<file path="config.mk">
export PLATFORM = sky130hd
export DESIGN_NAME = countdown_timer_module_flat
export DESIGN_NICKNAME = d
export VERILOG_FILES = /design/src/rtl/countdown_timer_module_pkg.sv /design/src/rtl/countdown_timer_module_if.sv /design/src/rtl/countdown_timer_module_mod_n_updown_counter.sv /design/src/rtl/countdown_timer_module.sv /design/src/flat_wrapper.sv
export SDC_FILE = /design/constraint.sdc
export NUM_CORES = 1
export LEC_CHECK = 0
export CORE_MARGIN = 4
export CORE_UTILIZATION = 57
export DETAILED_ROUTE_END_ITERATION = 7
export PLACE_DENSITY_LB_ADDON = 0.08
export SYNTH_ARGS = -nofsm -noshare
export SYNTH_HDL_FRONTEND = slang
export SYNTH_HIERARCHICAL = 1
export SYNTH_SLANG_ARGS = --single-unit
</file>
<file path="constraint.sdc">
create_clock -name i_clk -period 3.1 [get_ports i_clk]
set_input_delay 0.465 -clock i_clk [delete_from_list [all_inputs] [get_ports i_clk]]
set_output_delay 0.465 -clock i_clk [all_outputs]
set_load 0.005 [all_outputs]
</file>
<file path="src/rtl/countdown_timer_module_pkg.sv">
// Shared definitions for the countdown timer: field ranges, FSM states,
// edit-field encoding and the field-cycling helper.
package timer_pkg;

  localparam int SEC_MAX = 59;
  localparam int MIN_MAX = 59;
  localparam int HR_MAX  = 23;

  typedef enum logic [1:0] {
    SET   = 2'd0,
    RUN   = 2'd1,
    PAUSE = 2'd2,
    DONE  = 2'd3
  } timer_state_e;

  typedef enum logic [1:0] {
    FIELD_SEC = 2'd0,
    FIELD_MIN = 2'd1,
    FIELD_HR  = 2'd2
  } field_e;

  // Edit-field order seen by the user: sec -> min -> hr -> sec
  function automatic field_e next_field(input field_e f);
    case (f)
      FIELD_SEC: return FIELD_MIN;
      FIELD_MIN: return FIELD_HR;
      default:   return FIELD_SEC;
    endcase
  endfunction

endpackage

</file>
<file path="src/rtl/countdown_timer_module_if.sv">
// User-button pulses in, hh:mm:ss display bus and status flags out.
interface countdown_timer_module_if;

  logic       i_set;
  logic       i_up;
  logic       i_down;
  logic       i_start;
  logic [5:0] o_sec;
  logic [5:0] o_min;
  logic [4:0] o_hr;
  logic [1:0] o_field;
  logic       o_running;
  logic       o_alarm;

  modport master (
    output i_set, i_up, i_down, i_start,
    input  o_sec, o_min, o_hr, o_field, o_running, o_alarm
  );

  modport slave (
    input  i_set, i_up, i_down, i_start,
    output o_sec, o_min, o_hr, o_field, o_running, o_alarm
  );

endinterface

</file>
<file path="src/rtl/countdown_timer_module_mod_n_updown_counter.sv">
// Modulo-(MAX+1) up/down counter used for each time field. The borrow
// output is combinational so a chain of these decrements in one edge.
module mod_n_updown_counter #(
  parameter int MAX   = 59,
  parameter int WIDTH = 6
) (
  input  logic             i_clk,
  input  logic             i_rst,
  input  logic             i_up,
  input  logic             i_down,
  output logic [WIDTH-1:0] o_count,
  output logic             o_carryup,
  output logic             o_borrowdown
);

  assign o_carryup    = i_up && (o_count == WIDTH'(MAX));
  assign o_borrowdown = i_down && (o_count == '0);

  // Step once per pulse, wrapping at both ends; simultaneous up and down cancel
  always_ff @(posedge i_clk) begin
    if (i_rst) begin
      o_count <= '0;
    end else if (i_up && !i_down) begin
      o_count <= (o_count == WIDTH'(MAX)) ? '0 : o_count + 1'b1;
    end else if (i_down && !i_up) begin
      o_count <= (o_count == '0) ? WIDTH'(MAX) : o_count - 1'b1;
    end
  end

endmodule

</file>
<file path="src/rtl/countdown_timer_module.sv">
// Countdown timer: edit hh:mm:ss in SET, count down once per second in RUN,
// freeze in PAUSE, and hold a sticky alarm in DONE once 00:00:00 is reached.
module countdown_timer_module
  import timer_pkg::*;
#(
  parameter int CLK_PER_SEC = 1000
) (
  input  logic                      i_clk,
  input  logic                      i_rst,
  countdown_timer_module_if.slave   bus
);

  localparam int PW = $clog2(CLK_PER_SEC);

  timer_state_e  state;
  field_e        field;
  logic [PW-1:0] presc;
  logic          running;
  logic          alarm;

  logic [5:0] sec_count;
  logic [5:0] min_count;
  logic [4:0] hr_count;

  logic tick;
  logic edit_up;
  logic edit_down;
  logic sec_up, sec_down, min_up, min_down, hr_up, hr_down;
  logic sec_carry, min_carry, hr_carry;
  logic sec_borrow, min_borrow, hr_borrow;
  logic time_zero;
  logic last_second;
  logic unused_flags;

  assign tick        = (state == RUN) && (presc == PW'(CLK_PER_SEC - 1));
  assign time_zero   = (sec_count == 6'd0) && (min_count == 6'd0) && (hr_count == 5'd0);
  assign last_second = (sec_count == 6'd1) && (min_count == 6'd0) && (hr_count == 5'd0);

  // Field edits only happen in SET when neither start nor set claims the cycle
  always_comb begin
    edit_up   = 1'b0;
    edit_down = 1'b0;
    if (state == SET && !bus.i_start && !bus.i_set && (bus.i_up != bus.i_down)) begin
      edit_up   = bus.i_up;
      edit_down = bus.i_down;
    end
  end

  assign sec_up   = edit_up && (field == FIELD_SEC);
  assign min_up   = edit_up && (field == FIELD_MIN);
  assign hr_up    = edit_up && (field == FIELD_HR);
  assign sec_down = tick || (edit_down && (field == FIELD_SEC));
  assign min_down = (state == RUN) ? sec_borrow : (edit_down && (field == FIELD_MIN));
  assign hr_down  = (state == RUN) ? min_borrow : (edit_down && (field == FIELD_HR));

  assign unused_flags = sec_carry ^ min_carry ^ hr_carry ^ hr_borrow;

  mod_n_updown_counter #(.MAX(SEC_MAX), .WIDTH(6)) u_sec (
    .i_clk(i_clk), .i_rst(i_rst), .i_up(sec_up), .i_down(sec_down),
    .o_count(sec_count), .o_carryup(sec_carry), .o_borrowdown(sec_borrow)
  );

  mod_n_updown_counter #(.MAX(MIN_MAX), .WIDTH(6)) u_min (
    .i_clk(i_clk), .i_rst(i_rst), .i_up(min_up), .i_down(min_down),
    .o_count(min_count), .o_carryup(min_carry), .o_borrowdown(min_borrow)
  );

  mod_n_updown_counter #(.MAX(HR_MAX), .WIDTH(5)) u_hr (
    .i_clk(i_clk), .i_rst(i_rst), .i_up(hr_up), .i_down(hr_down),
    .o_count(hr_count), .o_carryup(hr_carry), .o_borrowdown(hr_borrow)
  );

  // Mode FSM with prescaler and field select; reaching zero outranks a pause request
  always_ff @(posedge i_clk) begin
    if (i_rst) begin
      state   <= SET;
      field   <= FIELD_SEC;
      presc   <= '0;
      running <= 1'b0;
      alarm   <= 1'b0;
    end else begin
      case (state)
        SET: begin
          if (bus.i_start) begin
            if (!time_zero) begin
              state   <= RUN;
              presc   <= '0;
              running <= 1'b1;
            end
          end else if (bus.i_set) begin
            field <= next_field(field);
          end
        end
        RUN: begin
          presc <= tick ? '0 : presc + 1'b1;
          if (tick && last_second) begin
            state   <= DONE;
            running <= 1'b0;
            alarm   <= 1'b1;
          end else if (bus.i_start) begin
            state   <= PAUSE;
            running <= 1'b0;
          end
        end
        PAUSE: begin
          if (bus.i_start) begin
            state   <= RUN;
            running <= 1'b1;
          end else if (bus.i_set) begin
            state <= SET;
            field <= FIELD_SEC;
            presc <= '0;
          end
        end
        DONE: begin
          if (bus.i_start || bus.i_set) begin
            state <= SET;
            field <= FIELD_SEC;
            alarm <= 1'b0;
          end
        end
        default: state <= SET;
      endcase
    end
  end

  assign bus.o_sec     = sec_count;
  assign bus.o_min     = min_count;
  assign bus.o_hr      = hr_count;
  assign bus.o_field   = field;
  assign bus.o_running = running;
  assign bus.o_alarm   = alarm;

endmodule
</file>
<file path="src/flat_wrapper.sv">
// flat-port wrapper written by rule: the top's interface ports become plain ports
module countdown_timer_module_flat import timer_pkg::*;
#(
  parameter int CLK_PER_SEC = 1000
)
  (i_clk, i_rst, bus_i_set, bus_i_up, bus_i_down, bus_i_start, bus_o_sec, bus_o_min, bus_o_hr, bus_o_field, bus_o_running, bus_o_alarm);
  countdown_timer_module_if bus_i ();
  input  logic i_clk;
  input  logic i_rst;
  input wire logic [$bits(bus_i.i_set)-1:0] bus_i_set;
  input wire logic [$bits(bus_i.i_up)-1:0] bus_i_up;
  input wire logic [$bits(bus_i.i_down)-1:0] bus_i_down;
  input wire logic [$bits(bus_i.i_start)-1:0] bus_i_start;
  output wire logic [$bits(bus_i.o_sec)-1:0] bus_o_sec;
  output wire logic [$bits(bus_i.o_min)-1:0] bus_o_min;
  output wire logic [$bits(bus_i.o_hr)-1:0] bus_o_hr;
  output wire logic [$bits(bus_i.o_field)-1:0] bus_o_field;
  output wire logic [$bits(bus_i.o_running)-1:0] bus_o_running;
  output wire logic [$bits(bus_i.o_alarm)-1:0] bus_o_alarm;
  assign bus_i.i_set = bus_i_set;
  assign bus_i.i_up = bus_i_up;
  assign bus_i.i_down = bus_i_down;
  assign bus_i.i_start = bus_i_start;
  assign bus_o_sec = bus_i.o_sec;
  assign bus_o_min = bus_i.o_min;
  assign bus_o_hr = bus_i.o_hr;
  assign bus_o_field = bus_i.o_field;
  assign bus_o_running = bus_i.o_running;
  assign bus_o_alarm = bus_i.o_alarm;
  countdown_timer_module #(.CLK_PER_SEC(CLK_PER_SEC)) u_core (.i_clk(i_clk), .i_rst(i_rst), .bus(bus_i));
endmodule
</file>
# == After elaboration in Yosys (flattened, before gate mapping) ==
# Index checks and enable logic that the tools add are counted.
# totals
word_cells,130
out_inout_bits,21
reg_bits,33
# op_classes
n_eq_ne,22
muxes,44
add_sub_neg,7
n_reduce_logical,49
# op_table
operator,count
$mux W10,5
$mux W6,8
$pmux W10 S3,1
$logic_and A1 B1 Y1,23
$mux W2,10
$mux W5,4
$ne A2 B2 Y1 const B,8
$reduce_and A5 Y1,3
$add A6 B1 Y6 const B,2
$eq A6 B6 Y1 const B,2
$logic_not A6 Y1,2
$sub A6 B1 Y6 const B,2
$mux W1,11
$add A10 B1 Y10 const B,1
$eq A10 B10 Y1 const B,1
$logic_not A1 Y1,8
$pmux W2 S4,1
$reduce_bool A2 Y1,4
$eq A2 B2 Y1 const B,3
$eq A6 B1 Y1 const B,1
$ne A3 B3 Y1 const B,2
$pmux W2 S3,1
$reduce_and A6 Y1,1
$reduce_bool A3 Y1,2
other kinds (13),16

# == Logic depth before layout (Yosys ltp) ==
# depth
depth_word,14
mapped_depth,19
depth_no_buf,18

# == Cells and area by module ==
# The synthesis kept the hierarchy.
# modules_own_cells
mod,seq_area_each_um2,cells_each,n_inst,area_per_inst_um2
countdown_timer_module,320.3,126,1,970.9
mod_n_updown_counter (u_core.u_min),120.1,68,1,544.3
mod_n_updown_counter (u_core.u_sec),120.1,66,1,501.7
mod_n_updown_counter (u_core.u_hr),100.1,49,1,399.1

# == Least setup slack after synthesis ==
# Ideal clock, no wire load.
# synth_path
path_type,flip-flop to flip-flop
startpoint,register u_core.u_sec.o_count[0]
endpoint,register u_core.u_hr.o_count[2]
required_time_ps,3030
setup_ps,70
arrival_ps,2820
slack_ps,210
stages_incl_launch_ff,16
path_buffers,1
synth_period_minus_slack_ps,2890
cell_sequence,dfxtp_1 inv_1 ha_1 or3b_4 or3_4 nor2_1 nand2_1 o21ai_0 and2_1 nand2_1 o21ai_0 inv_1 ha_1 clkbuf_1 or3_1 a21oi_1
# synth_via
elab_chain_cells,8
word_cells_on_any_way,10
cone_classes,mux (3); reduce/logical (7)
# synth_rtl
item,line_no,source
start: declaration,countdown_timer_module_mod_n_updown_counter.sv:11,"output logic [WIDTH-1:0] o_count,"
start signal: assignment,countdown_timer_module_mod_n_updown_counter.sv:24,o_count <= (o_count == WIDTH'(MAX)) ? '0 : o_count + 1'b1;
start signal: assignment,countdown_timer_module_mod_n_updown_counter.sv:26,o_count <= (o_count == '0) ? WIDTH'(MAX) : o_count - 1'b1;
$logic_not A6 Y1 *,countdown_timer_module_mod_n_updown_counter.sv:17,assign o_borrowdown = i_down && (o_count == '0);
$logic_and A1 B1 Y1 *,countdown_timer_module_mod_n_updown_counter.sv:17,
net u_core.sec_borrow,countdown_timer_module.sv:30,"logic sec_borrow, min_borrow, hr_borrow;"
$mux W1 *,countdown_timer_module.sv:53,assign min_down = (state == RUN) ? sec_borrow : (edit_down && (field == FIELD_MIN));
net u_core.min_down,countdown_timer_module.sv:28,"logic sec_up, sec_down, min_up, min_down, hr_up, hr_down;"
$logic_and A1 B1 Y1 *,countdown_timer_module_mod_n_updown_counter.sv:17,
net u_core.min_borrow,countdown_timer_module.sv:30,
$mux W1 *,countdown_timer_module.sv:54,assign hr_down = (state == RUN) ? min_borrow : (edit_down && (field == FIELD_HR));
net u_core.hr_down,countdown_timer_module.sv:28,
$logic_not A1 Y1,countdown_timer_module_mod_n_updown_counter.sv:23,end else if (i_up && !i_down) begin
$logic_and A1 B1 Y1,countdown_timer_module_mod_n_updown_counter.sv:23,
$mux W5 / $reduce_bool A2 Y1 (equally long branches),-,
end signal: assignment,countdown_timer_module_mod_n_updown_counter.sv:24,
end signal: assignment,countdown_timer_module_mod_n_updown_counter.sv:26,
end: declaration,countdown_timer_module_mod_n_updown_counter.sv:11,
# The timed path passes the listed nets; every way through them passes the cells marked *.
# A chain may end at the register's enable or synchronous reset.

# == Worst setup path in the final report ==
# layout_path
startpoint,input bus_i_start
endpoint,register u_core.u_hr.o_count[4]
# layout_via
elab_chain_cells,14
word_cells_on_any_way,21
cone_classes,mux (5); reduce/logical (16)
# layout_rtl
item,line_no,source
start: declaration,flat_wrapper.sv:13,input wire logic [$bits(bus_i.i_start)-1:0] bus_i_start;
$logic_not A1 Y1 *,countdown_timer_module.sv:43,if (state == SET && !bus.i_start && !bus.i_set && (bus.i_up != bus.i_down)) begin
$logic_and A1 B1 Y1 * (3 in a row),countdown_timer_module.sv:43,
$mux W1 *,countdown_timer_module.sv:43,
$logic_and A1 B1 Y1 *,countdown_timer_module.sv:52,assign sec_down = tick || (edit_down && (field == FIELD_SEC));
$logic_or A1 B1 Y1 *,countdown_timer_module.sv:52,
net u_core.sec_down,countdown_timer_module.sv:28,
$logic_and A1 B1 Y1 *,countdown_timer_module_mod_n_updown_counter.sv:17,
net u_core.sec_borrow,countdown_timer_module.sv:30,
$mux W1 *,countdown_timer_module.sv:53,
net u_core.min_down,countdown_timer_module.sv:28,
$logic_and A1 B1 Y1 *,countdown_timer_module_mod_n_updown_counter.sv:17,
net u_core.min_borrow,countdown_timer_module.sv:30,
$mux W1 *,countdown_timer_module.sv:54,
net u_core.hr_down,countdown_timer_module.sv:28,
$logic_not A1 Y1,countdown_timer_module_mod_n_updown_counter.sv:23,
$logic_and A1 B1 Y1,countdown_timer_module_mod_n_updown_counter.sv:23,
$mux W5 / $reduce_bool A2 Y1 (equally long branches),-,
# Marks and branches as above.

==> results by stage <==
GRT:
- The wire length of the first global-routing pass is 9252 microns.
- The initial antenna violation count was 0.
- Entering global routing, the biggest net connects 25 pins.
- The total congestion overflow after global routing is 0.
- Across every metal layer, demand over resource in global routing totals 21.56%.
- The number of global-route vias before repair is 1987.

Clocking:
- Counting along the longest clock path gives a buffer depth of 2.
- The number of clock buffers added by TritonCTS is 5.
- The clock transition at the register clock pins on the worst setup and hold paths after CTS is 0.06 ns.
- The number of sinks handled by clock tree synthesis is 33.
- The number of H-tree branching levels is 2.
- The count of hold-fix buffers inserted at cts is 0.
- The number of gates resized after CTS is 0.
- For the worst-skew pair, the clock arrives at the later sink with an insertion delay of 0.28 ns.
- TritonCTS built the clock tree.
- The tree is rooted in a clkbuf_8.
- After clock tree synthesis, the setup repair step added 0 buffers.

Pwr:
- Power spread over the standard cell area amounts to 373.2 nW/um^2.
- Per report_power, the sequential group accounts for 43.8% of the total.
- In this run switching power makes up 30.38% of total power.
- The design draws 0.001071 W.
- The analysis attributes to cell leakage a power of 1.015 nW.
- The total internal power is 0.0007453 W.
- The switching power total is 0.0003253 W.
- Of the total power, the clock network draws 30.2%.
- The fraction of power consumed by combinational cells is 26.0%.
- VDD sags by at most 0.0002515 V.

STA:
- The total negative setup slack is 0 ns.
- For the final database, setup skew stands at 0.005557 ns.
- The highest clock rate is 0.3401 GHz.
- The worst slew margin relative to its limit is 34.17%.
- Hold is met by 0.4855 ns.
- The smallest clock period supported by the final layout is computed as 2.940 ns.
- The total count of hold-check failures in the final report came to 0.
- For the pin with the worst max-slew slack, the measured transition is 0.9844 ns.
- Setup violations remaining at the end of the flow were counted as 0.
- Dividing the final minimum period by the clock period gives 94.85%.
- The max-slew violation total from the final report came to 0.

Floorplanning:
- 27 I/O pins were placed.
- Row generation in the floorplan step produced 23 rows.
- The die is 72.74 microns tall.
- The initial utilization of the core area, before any placement, comes to 59.29%.
- The area of the die is 5290 sq um.
- From left edge to right edge, the die measures 72.74 microns.
- The placeable core region is 4029 sq um.

Flow run:
- Max-cap violations in this run came to 0.

Finish:
- After the last flow step, the layout net total stands at 358.
- The post-layout instance area is 2869 sq um.
- Counting the fill cells in the layout gives 338.
- The area growth from synthesis to layout is 20.12%.
- The repair_antennas step left the layout with diodes totalling 0.
- The fraction of layout cells with a size suffix above 1 is 14.37%.

Logic synthesis:
- In the synthesized netlist, the number of instances is 303.
- The post-synthesis instance area is 2389 sq um.
- Synthesis produced a netlist with a net count of 320.
- The number of warning messages in the yosys log is 6.
- In this run the mean area of a mapped cell was 7.883 sq um.

Placement:
- The HPWL after detailed placement is 4178 microns.
- The last weighted congestion value of the routability-driven placer is 0.8710.
- The area after detailed placement is 2769 sq um.
- The number of I/O port buffers is 26.

Setup path:
- The category of the critical setup timing path is in -> reg.
- STA puts the critical path data required time at 3.23 ns.
- STA classifies the critical path endpoint as a flip-flop.
- The maximum fanout along the worst path is 10.
- The worst setup path is launched from an input pin.
- The critical path arrival is 3.07 ns.

Drt:
- The total number of vias is 2401.
- After detailed routing, the number of remaining DRC violations is 0.
- In the final routed layout, each cell accounts on average for 15.06 microns.
- The number of iterations in the first detailed-routing pass is 5.
- Dividing the detail-routed via count by the number of cells gives 6.141.
- The number of DRC markers in iteration 0 is 179.
- The detail route stage leaves a number of antenna-violating nets equal to 0.
- The total wirelength of the detailed-routed design is 5889 microns.

Run status:
- The run finished with clean final reports.

Worst hold path:
- The classification of the worst-slack hold path is reg -> reg.
==> per-layer routing <==
| layer | global-route usage [%] | wire [microns] |
|---|---|---|
| met1 | 29.40 | 2713 |
| met3 | 4.270 | 330 |
| met2 | 34.67 | 2799 |
| met4 | 5.738 | 46 |
| met5 | 0 | 0 |
==> stage by stage <==
| stage | std cells | util [%] | setup WS [ns] |
|---|---|---|---|
| final | 391 | 71.21 | 0.1596 |
| after CTS | 391 | 70.87 | 0.08360 |
| after floorplan | 303 | - | 0.2251 |
| after global placement | 384 | 68.73 | -0.04035 |
| after detailed placement | 384 | 68.73 | -0.1988 |
| after global routing | 391 | 71.21 | -0.01643 |
==> flip-flops by register name, indices dropped and copies added (netlist names) <==
name / flops
u_core/u_min/o_count: 6
u_core/bus.o_running: 1
u_core/bus.o_alarm: 1
u_core/presc: 10
u_core/bus.o_field: 2
u_core/u_sec/o_count: 6
u_core/state: 2
u_core/u_hr/o_count: 5
==> final cells by class <==
class                           instances  area, sq um  area share (%)
Timing Repair Buffer                   49        432.9           15.09
Multi-Input combinational cell        232         1551           54.08
Inverter                               20        75.07           2.617
Clock buffer                            7        86.33           3.009
Sequential cell                        33        660.6           23.03
Tap cell                               50        62.56           2.181
==> worst max-delay path, cell delays in order <==
cell	delay, ns
clkdlybuf4s50_1	0.44
nor4_2	0.26
buf_4	0.17
nand3b_1	0.09
o31ai_1	0.20
inv_1	0.08
nor2_1	0.11
nand2_1	0.05
o21ai_0	0.08
and2_1	0.15
nand2_1	0.04
o21ai_0	0.07
inv_1	0.06
ha_2	0.24
nor3b_2	0.20
a31oi_1	0.07
o211ai_1	0.21
o31ai_1	0.10
==> power groups by stage <==
stage / clock network [W] / logic (W) / registers (W)
finish: 0.000323 / 0.000278 / 0.000469
global route: 0.000350 / 0.000304 / 0.000472
CTS: 0.000335 / 0.000275 / 0.000468
detailed placement: 0 / 0.000274 / 0.000477
global placement: 0 / 0.000271 / 0.000478
floorplan: 0 / 0.000183 / 0.000473
==> path summary, 6_finish.rpt <==
path | depth (start not counted) | slack [ns] | end | startpoint
worst max-delay path | 18 | 0.16 | u_core/u_hr/o_count[4] | bus_i_start
worst min-delay path | 2 | 0.49 | u_core/bus.o_alarm | u_core/bus.o_alarm
worst min register to register | 2 | 0.49 | u_core/bus.o_alarm | u_core/bus.o_alarm
worst max register to register | 16 | 0.18 | u_core/u_hr/o_count[4] | u_core/u_sec/o_count[0]
==> cells in the final DEF (no fill, tap or decap), types with 7 or more instances in the layout <==
cell and instances:
a21oi_1 25, buf_4 23, clkdlybuf4s50_1 26, dfxtp_1 33
ha_1 10, inv_1 20, nand2_1 14, nand3_1 7
nor2_1 35, nor3_1 14, o21ai_0 18
(Power assumes the default switching activity.)
